--- src/rtl/mul_seq_ctrl_pkg.sv ---
// ============================================================================
// Module  : mul_seq_ctrl_pkg
// Purpose : Shared types and constants for the sequential multiply unit.
// Revision: 1.0
// ============================================================================
`default_nettype none

package mul_seq_ctrl_pkg;

    localparam int XLEN_DEFAULT = 32;

    // Custom opcode decoded upstream into mul_start.
    localparam logic [6:0] MUL_OPCODE = 7'b1111111;

    typedef enum logic [1:0] {
        ST_IDLE = 2'd0,
        ST_BUSY = 2'd1,
        ST_DONE = 2'd2
    } state_t;

endpackage

`default_nettype wire

--- src/rtl/mul_shift_add_dp.sv ---
// ============================================================================
// Module  : mul_shift_add_dp
// Purpose : Radix-2 shift-add accumulator producing a 2*XLEN unsigned product.
// Revision: 1.0
// ============================================================================
`default_nettype none

module mul_shift_add_dp
    import mul_seq_ctrl_pkg::*;
#(
    parameter int XLEN = XLEN_DEFAULT
) (
    input  logic            clk,
    input  logic            rst_n,
    input  logic            i_load,
    input  logic            i_step,
    input  logic            i_capture,
    input  logic [XLEN-1:0] i_op_a,
    input  logic [XLEN-1:0] i_op_b,
    output logic [XLEN-1:0] o_prod_hi,
    output logic [XLEN-1:0] o_prod_lo
);

    logic [XLEN-1:0] r_a;
    logic [XLEN-1:0] r_hi;
    logic [XLEN-1:0] r_lo;
    logic [XLEN-1:0] r_prod_hi;
    logic [XLEN-1:0] r_prod_lo;

    logic [XLEN:0]   w_sum;
    logic [XLEN-1:0] w_hi_nxt;
    logic [XLEN-1:0] w_lo_nxt;

    // The adder carry becomes the new MSB of hi as {carry, hi, lo} shifts right.
    always_comb begin
        w_sum    = {1'b0, r_hi} + (r_lo[0] ? {1'b0, r_a} : {(XLEN+1){1'b0}});
        w_hi_nxt = w_sum[XLEN:1];
        w_lo_nxt = {w_sum[0], r_lo[XLEN-1:1]};
    end

    always_ff @(posedge clk or negedge rst_n) begin
        if (!rst_n) begin
            r_a       <= '0;
            r_hi      <= '0;
            r_lo      <= '0;
            r_prod_hi <= '0;
            r_prod_lo <= '0;
        end else begin
            if (i_load) begin
                r_a  <= i_op_a;
                r_hi <= '0;
                r_lo <= i_op_b;
            end else if (i_step) begin
                r_hi <= w_hi_nxt;
                r_lo <= w_lo_nxt;
            end
            if (i_capture) begin
                r_prod_hi <= w_hi_nxt;
                r_prod_lo <= w_lo_nxt;
            end
        end
    end

    assign o_prod_hi = r_prod_hi;
    assign o_prod_lo = r_prod_lo;

endmodule

`default_nettype wire

--- src/rtl/mul_seq_ctrl.sv ---
// ============================================================================
// Module  : mul_seq_ctrl
// Purpose : Sequencer for a fixed-latency unsigned multiply with pipeline stall.
// Revision: 1.0
// ============================================================================
`default_nettype none

module mul_seq_ctrl
    import mul_seq_ctrl_pkg::*;
#(
    parameter int XLEN       = XLEN_DEFAULT,
    parameter int MUL_CYCLES = XLEN
) (
    input  logic            clk,
    input  logic            rst_n,
    input  logic            i_mul_start,
    input  logic            i_flush,
    input  logic [XLEN-1:0] i_op_a,
    input  logic [XLEN-1:0] i_op_b,
    output logic            o_stall,
    output logic            o_busy,
    output logic            o_done,
    output logic [XLEN-1:0] o_prod_lo,
    output logic [XLEN-1:0] o_prod_hi
);

    localparam int            CW     = (MUL_CYCLES > 1) ? $clog2(MUL_CYCLES) : 1;
    localparam logic [CW-1:0] C_LAST = CW'(MUL_CYCLES - 1);

    state_t        r_state;
    state_t        w_state_nxt;
    logic [CW-1:0] r_cnt;
    logic          w_load;
    logic          w_step;
    logic          w_capture;

    always_ff @(posedge clk or negedge rst_n) begin
        if (!rst_n) begin
            r_state <= ST_IDLE;
            r_cnt   <= '0;
        end else begin
            r_state <= w_state_nxt;
            if (w_load) begin
                r_cnt <= '0;
            end else if (w_step) begin
                r_cnt <= r_cnt + CW'(1);
            end
        end
    end

    // A start seen in DONE belongs to the retiring instruction, so only IDLE accepts.
    always_comb begin
        w_state_nxt = r_state;
        w_load      = 1'b0;
        w_step      = 1'b0;
        w_capture   = 1'b0;
        case (r_state)
            ST_IDLE: begin
                if (i_mul_start && !i_flush) begin
                    w_load      = 1'b1;
                    w_state_nxt = ST_BUSY;
                end
            end
            ST_BUSY: begin
                if (i_flush) begin
                    w_state_nxt = ST_IDLE;
                end else begin
                    w_step = 1'b1;
                    if (r_cnt == C_LAST) begin
                        w_capture   = 1'b1;
                        w_state_nxt = ST_DONE;
                    end
                end
            end
            ST_DONE: begin
                w_state_nxt = ST_IDLE;
            end
            default: begin
                w_state_nxt = ST_IDLE;
            end
        endcase
    end

    // Stall is raised in the accepting cycle itself so the PC never advances past it.
    assign o_stall = rst_n & (w_load | (r_state == ST_BUSY));
    assign o_busy  = (r_state == ST_BUSY);
    assign o_done  = (r_state == ST_DONE);

    mul_shift_add_dp #(
        .XLEN (XLEN)
    ) u_dp (
        .clk       (clk),
        .rst_n     (rst_n),
        .i_load    (w_load),
        .i_step    (w_step),
        .i_capture (w_capture),
        .i_op_a    (i_op_a),
        .i_op_b    (i_op_b),
        .o_prod_hi (o_prod_hi),
        .o_prod_lo (o_prod_lo)
    );

endmodule

`default_nettype wire

--- config.mk ---
export PLATFORM = sky130hd
export DESIGN_NAME = mul_seq_ctrl
export DESIGN_NICKNAME = d
export VERILOG_FILES = /design/src/rtl/mul_seq_ctrl_pkg.sv /design/src/rtl/mul_shift_add_dp.sv /design/src/rtl/mul_seq_ctrl.sv
export SDC_FILE = /design/constraint.sdc
export NUM_CORES = 1
export LEC_CHECK = 0
export CAP_MARGIN = 20
export CELL_PAD_IN_SITES_DETAIL_PLACEMENT = 1
export CELL_PAD_IN_SITES_GLOBAL_PLACEMENT = 2
export CORE_MARGIN = 2
export CORE_UTILIZATION = 35
export DETAILED_ROUTE_END_ITERATION = 10
export PLACE_DENSITY_LB_ADDON = 0.05
export SLEW_MARGIN = 20
export SYNTH_ARGS = -nofsm -noshare
export SYNTH_HDL_FRONTEND = slang
export SYNTH_HIERARCHICAL = 1
export SYNTH_SLANG_ARGS = --single-unit
--- constraint.sdc ---
create_clock -name clk -period 3.5 [get_ports clk]
set_input_delay 0.7 -clock clk [delete_from_list [all_inputs] [get_ports clk]]
set_output_delay 0.7 -clock clk [all_outputs]
set_load 0.1 [all_outputs]
* Yosys cells after proc, flatten, opt, wreduce, memory -nomap -nowiden *
Index checks and enable logic that the tools add are counted.

operators by class
  add/sub/neg operators = 2
  $mul = 0
  div/mod/pow operators = 0
  $lt $le $gt $ge = 0
  eq/ne operators = 5
  shifts and indexed selects = 0
  mux-type cells = 18
  bitwise gates (word level) = 2
  reductions and logical operators = 5

operators by type and width
  kind                 number
  $mux 32              5
  $add 32x33->33       1
  $mux 5               2
  $mux 1               7
  $mux 2               3
  $add 5x1->5 const B  1
  $eq 5x5->1 const B   1
  $pmux 2 s2           1
  $ne 3x2->1 const B   1
  $eq 2x1->1 const B   1
  $eq 2x2->1 const B   1
  $logic_not 2->1      1
  $ne 2x2->1 const B   1
  $reduce_and 2->1     1
  $reduce_bool 2->1    1
  $and 1x1->1          1
  $logic_and 1x1->1    1
  $logic_not 1->1      1
  $or 1x1->1           1

storage, ports and cells
  flip-flop bits (word level) = 167
  bits in latches = 0
  bits in writable memories = 0
  bits in read-only memories = 0
  logic and storage cells = 39
  memories = 0

* Longest topological paths before layout *
  depth in word-level cells = 6
  mapped depth = 11

* Modules after synthesis *
Netlist, hierarchy kept.

modules (own cells, without submodules)
  module            instances  cells each  area an instance (µm²)
  mul_shift_add_dp  1          816         8673.3
  mul_seq_ctrl      1          30          361.6

* Worst setup path after synthesis *
No wires, ideal clock.

  kind = register -> output
  start = register r_state[1]
  end = output port o_stall
  arrival time = 2004 ps
  required time = 2800 ps
  path slack = 796 ps
  stages on the path, launching flop included = 3
  path buffers = 0
  path through = dfrtp_1 and2b_1 o21a_1

between the ends
  elaborated cells on any way between the ends = 5
  classes of those cells = eq/ne: 1; mux: 1; bitwise: 2; reduce/logical: 1

RTL lines
  element                   line                RTL
  start: declaration        mul_seq_ctrl.sv:30  state_t r_state;
  start signal: assignment  mul_seq_ctrl.sv:42  r_state <= w_state_nxt;
  $eq 2x1->1                -
  named net o_busy          mul_seq_ctrl.sv:21  output logic o_busy,
  $or 1x1->1                mul_seq_ctrl.sv:85  assign o_stall = rst_n & (w_load | (r_state == ST_BUSY));
  $and 1x1->1               mul_seq_ctrl.sv:85
  end: declaration          mul_seq_ctrl.sv:20  output logic o_stall,

The timed path passes the listed nets, and every way through them passes these cells.

* Worst setup path after layout *
  start = register u_dp.r_lo[0]
  end = register u_dp.r_prod_hi[29], in the netlist u_dp/o_prod_hi[29]

between the ends
  cells in the longest elaborated chain, start to end = 2

RTL lines
  element                   line                    RTL
  start: declaration        mul_shift_add_dp.sv:26  logic [XLEN-1:0] r_lo;
  start signal: assignment  mul_shift_add_dp.sv:52  r_lo <= i_op_b;
  start signal: assignment  mul_shift_add_dp.sv:55  r_lo <= w_lo_nxt;
  $mux 32                   mul_shift_add_dp.sv:36  w_sum = {1'b0, r_hi} + (r_lo[0] ? {1'b0, r_a} : {(XLEN+1){1'b0}});
  $add 32x33->33            mul_shift_add_dp.sv:36
  end signal: assignment    mul_shift_add_dp.sv:58  r_prod_hi <= w_hi_nxt;
  end: declaration          mul_shift_add_dp.sv:27  logic [XLEN-1:0] r_prod_hi;

No other way between the ends.
A chain may end at the register's enable or synchronous reset.

==> flow_metrics.py <==
metrics = {
    "route": {
        "ant_nets": 0,
        "routed_wl_um": 25300,
        "drtIter0Drc": 321,
        "vias": 6924,
        "drc_errors": 0,
        "routedWlPerCell_um": 19.3,
        "via_per_inst": 5.29,
        "firstDrtPassIters": 4,
    },
    "power_and_ir_drop": {
        "p_leak_nw": 5.06,
        "p_clk_share_pct": 31.0,
        "p_sw_share_pct": 35.5,
        "pwr-share-comb_pct": 28.6,
        "power.internal_mw": 3.91,
        "seq_power_share_pct": 40.5,
        "peakVddDrop_uv": 236,
        "net-switching-power_mw": 2.15,
        "cellPowerDensity_nw_per_um2": 539,
    },
    "global_route": {
        "track_usage_pct": 19.5,
        "grt_start_max_net_pins": 66,
        "grt_pass1_wl_um": 41500,
        "gr-total-overflow": 0,
        "grt_pass1_vias": 7700,
        "grt_antenna_before_repair": 2,
    },
    "die": {
        "die-area_um2": 27100,
        "fp-row-count": 58,
        "start_util_pct": 35.8,
        "die_w_um": 165,
        "core_um2": 25300,
        "chipHeight_um": 165,
        "io_pins": 135,
    },
    "place": {
        "io_buffers": 134,
        "gp_congestion": 0.807,
        "dpl.hpwl_um": 18400,
        "preCtsSetupSlack_ps": 401,
    },
    "yosys": {
        "synth_edf_count": 0,
        "synth_fp_nets": 949,
        "yosys-mux-area-fraction_pct": 16.0,
        "synth.distinct_cells": 77,
        "synthCells": 846,
        "synth_compound_area_share_pct": 14.3,
        "ys_seq_area_share_pct": 46.3,
        "synth_top_family_by_area": "multiplexers",
        "synth_area_per_cell_um2": 10.7,
        "synthAdderAreaFrac_pct": 4.93,
        "synthSimpleGateAreaFrac_pct": 13.4,
        "synthFlopType": "dfrtp_1",
        "synthArstFlopShare_pct": 100,
        "ys_seq_elements": 167,
        "syn_area_um2": 9030,
        "yosys_warnings": 6,
        "synthXorXnorAreaFrac_pct": 1.74,
    },
    "sta": {
        "fin_crit_sh_pct": 87.7,
        "setup-tns-final_ps": 0,
        "relSlewSlack_pct": 33.7,
        "min_period_ps": 3070,
        "setup_slack_ps": 432,
        "rsz0062_at_grt": "false",
        "tightest_slew_ps": 991,
        "fmax_mhz": 326,
        "finalSetupViolCount": 0,
        "fin_worst_skew_ps": 13.9,
        "final_hold_viol_count": 0,
        "slew_violations": 0,
    },
    "run_status": {
        "status": "complete, no violations",
    },
    "worst_setup_path": {
        "path_delay_family": "compound AO/OA/AOI/OAI gates",
        "crit_end": "u_dp/o_prod_hi[29]$_DFFE_PN0P_",
        "worstPathRequired_ps": 3790,
        "reg2reg_depth": 10,
        "crit_buf_inv": 1,
        "r2r_setup_slack_ps": 430,
        "r2r-end": "u_dp/o_prod_hi[29]$_DFFE_PN0P_",
        "cp-end-kind": "flop",
        "cp_slowest_cell": "a2111o_1",
        "cp-start-kind": "flop",
        "path_class": "reg2reg",
        "cp.depth": 10,
        "crit_path_max_fanout": 31,
        "reg2reg_from": "u_dp/r_lo[0]$_DFFE_PN0P_",
        "cp-startpoint": "u_dp/r_lo[0]$_DFFE_PN0P_",
        "arrival_ps": 3350,
        "slowest_delay_ps": 540,
        "cp_cell_sequence": "buf_4 -> nand2_1 -> fa_1 -> nor2b_4 -> o31a_4 -> o311ai_4 -> a2111o_1 -> a211oi_2 -> o21a_2 -> o31ai_2",
    },
    "clock_tree": {
        "worst_skew_pair.late_latency_ps": 430,
        "post_cts_resized": 0,
        "cts.sinks": 167,
        "cts_hold_buf": 0,
        "cts_buffer_depth": 2,
        "htree_num_levels": 4,
        "path_clk_slew_ps": 80,
        "cts_tree": "done",
        "cts_inserted_buffers": 17,
        "postCtsSetupRepairBufs": 0,
        "cts-root-buf": "clkbuf_16",
    },
    "flow_run": {
        "cap_viol_max_count": 0,
    },
    "final_layout": {
        "layout.nets": 1069,
        "drive_gt1_share_pct": 19.9,
        "areaGrowthSynthToFinish_pct": 24.3,
    },
    "hold_path": {
        "holdCritPathClass": "in2async",
    },
}
-- sequential cells by signal, indices dropped and copies added (netlist names) --
name            flops
r_cnt               5
r_state             2
u_dp/o_prod_hi     32
u_dp/o_prod_lo     32
u_dp/r_a           32
u_dp/r_hi          32
u_dp/r_lo          32
-- power by group through the flow --
| stage | registers, mW | clock network, mW | logic (mW) |
|---|---|---|---|
| floorplan | 2.40 | 0 | 1.27 |
| global placement | 2.48 | 0 | 1.68 |
| detailed placement | 2.49 | 0 | 1.74 |
| CTS | 2.46 | 1.94 | 1.75 |
| global route | 2.50 | 2.02 | 1.94 |
| finish | 2.45 | 1.88 | 1.73 |
-- synthesized netlist by cell type, types with 5 or more instances --
cell / count / share of area [%]
clkbuf_1: 37 / 1.5
o21ai_0: 51 / 2.8
ha_1: 34 / 4.7
a21oi_1: 37 / 2.0
o211ai_1: 8 / 0.66
nand3_1: 24 / 1.3
dfrtp_1: 167 / 46
xnor2_1: 10 / 0.97
nand4_1: 12 / 0.83
nor3_1: 6 / 0.33
o21a_1: 8 / 0.66
a21o_1: 15 / 1.2
nor2_1: 47 / 2.0
o21bai_1: 6 / 0.50
a211o_1: 5 / 0.48
nand2b_1: 6 / 0.42
mux2i_1: 48 / 5.3
and2_1: 35 / 2.4
nand3b_1: 5 / 0.42
inv_1: 17 / 0.71
nand2_1: 71 / 2.9
xor2_1: 8 / 0.78
a22o_1: 11 / 1.1
mux2_2: 84 / 10
-- cells by family after synthesis --
family,after synthesis
and+or+nand+nor,238
AOI/OAI and AO/OA,185
xor gates and xnor gates,18
DFF,167
adders and majority gates,35
muxes,133
buffers and inverters,70
-- area by class of cell --
class	instances	area, um^2
clock buffers	17	425
well taps	330	413
multi-input cells	609	4560
fillers	2782	14000
flip-flops and latches	167	4180
repair buffers	153	1420
clock inverters	14	158
diodes	1	2.50
inverters	18	70.1
-- worst reg2reg max path, cell delays in order, from the launching register on --
cell	delay, ps
dfrtp_1	370
buf_4	310
nand2_1	160
fa_1	480
nor2b_4	150
o31a_4	170
o311ai_4	110
a2111o_1	540
a211oi_2	390
o21a_2	200
o31ai_2	60
-- placed cells by master, fill, tap and decap left out, types with 8 or more instances in the layout --
master | Yosys | layout
dfrtp_1 | 167 | 167
clkdlybuf4s50_1 | 0 | 98
mux2_2 | 84 | 84
nand2_1 | 71 | 71
buf_4 | 4 | 52
o21ai_0 | 51 | 51
mux2i_1 | 48 | 48
nor2_1 | 47 | 47
a21oi_1 | 37 | 37
and2_1 | 35 | 34
ha_1 | 34 | 34
nand3_1 | 24 | 24
inv_1 | 17 | 17
clkbuf_16 | 0 | 17
a21o_1 | 15 | 15
nand4_1 | 12 | 12
a22o_1 | 11 | 11
xnor2_1 | 10 | 10
o21a_1 | 8 | 8
o211ai_1 | 8 | 8
xor2_1 | 8 | 8
-- per-stage QoR --
stage | instances | cell area, um^2 | utilization (%) | power, mW | hold slack, ps
floorplan | 846 | 9030 | - | 3.67 | 404
global placement | 1277 | 10600 | 42.1 | 4.16 | 461
detailed placement | 1277 | 10600 | 42.1 | 4.23 | 467
CTS | 1308 | 11200 | 44.5 | 6.14 | 176
global route | 1308 | 11200 | 44.5 | 6.46 | 179
finish | 1309 | 11200 | 44.5 | 6.06 | 168
-- worst min-delay path by stage --
stage                               end  slack (ps)  cells after the start
3_3_place_gp       r_cnt[3]$_DFFE_PN0P_         460                      1
3_5_place_dp       r_cnt[3]$_DFFE_PN0P_         470                      1
6_report       u_dp/r_a[12]$_DFFE_PN0P_         170                      1
2_1_floorplan      r_cnt[0]$_DFFE_PN0P_         400                      0
5_1_grt        u_dp/r_a[10]$_DFFE_PN0P_         180                      1
4_1_cts        u_dp/r_a[12]$_DFFE_PN0P_         180                      1
-- per-layer routing --
layer	GRT usage (%)	up-vias	routed length [um]
li1	-	3286	-
met1	24.2	3467	11200
met2	33.4	137	12400
met3	5.52	32	1350
met4	5.18	2	374
met5	0	-	16
(Power assumes the default switching activity.)
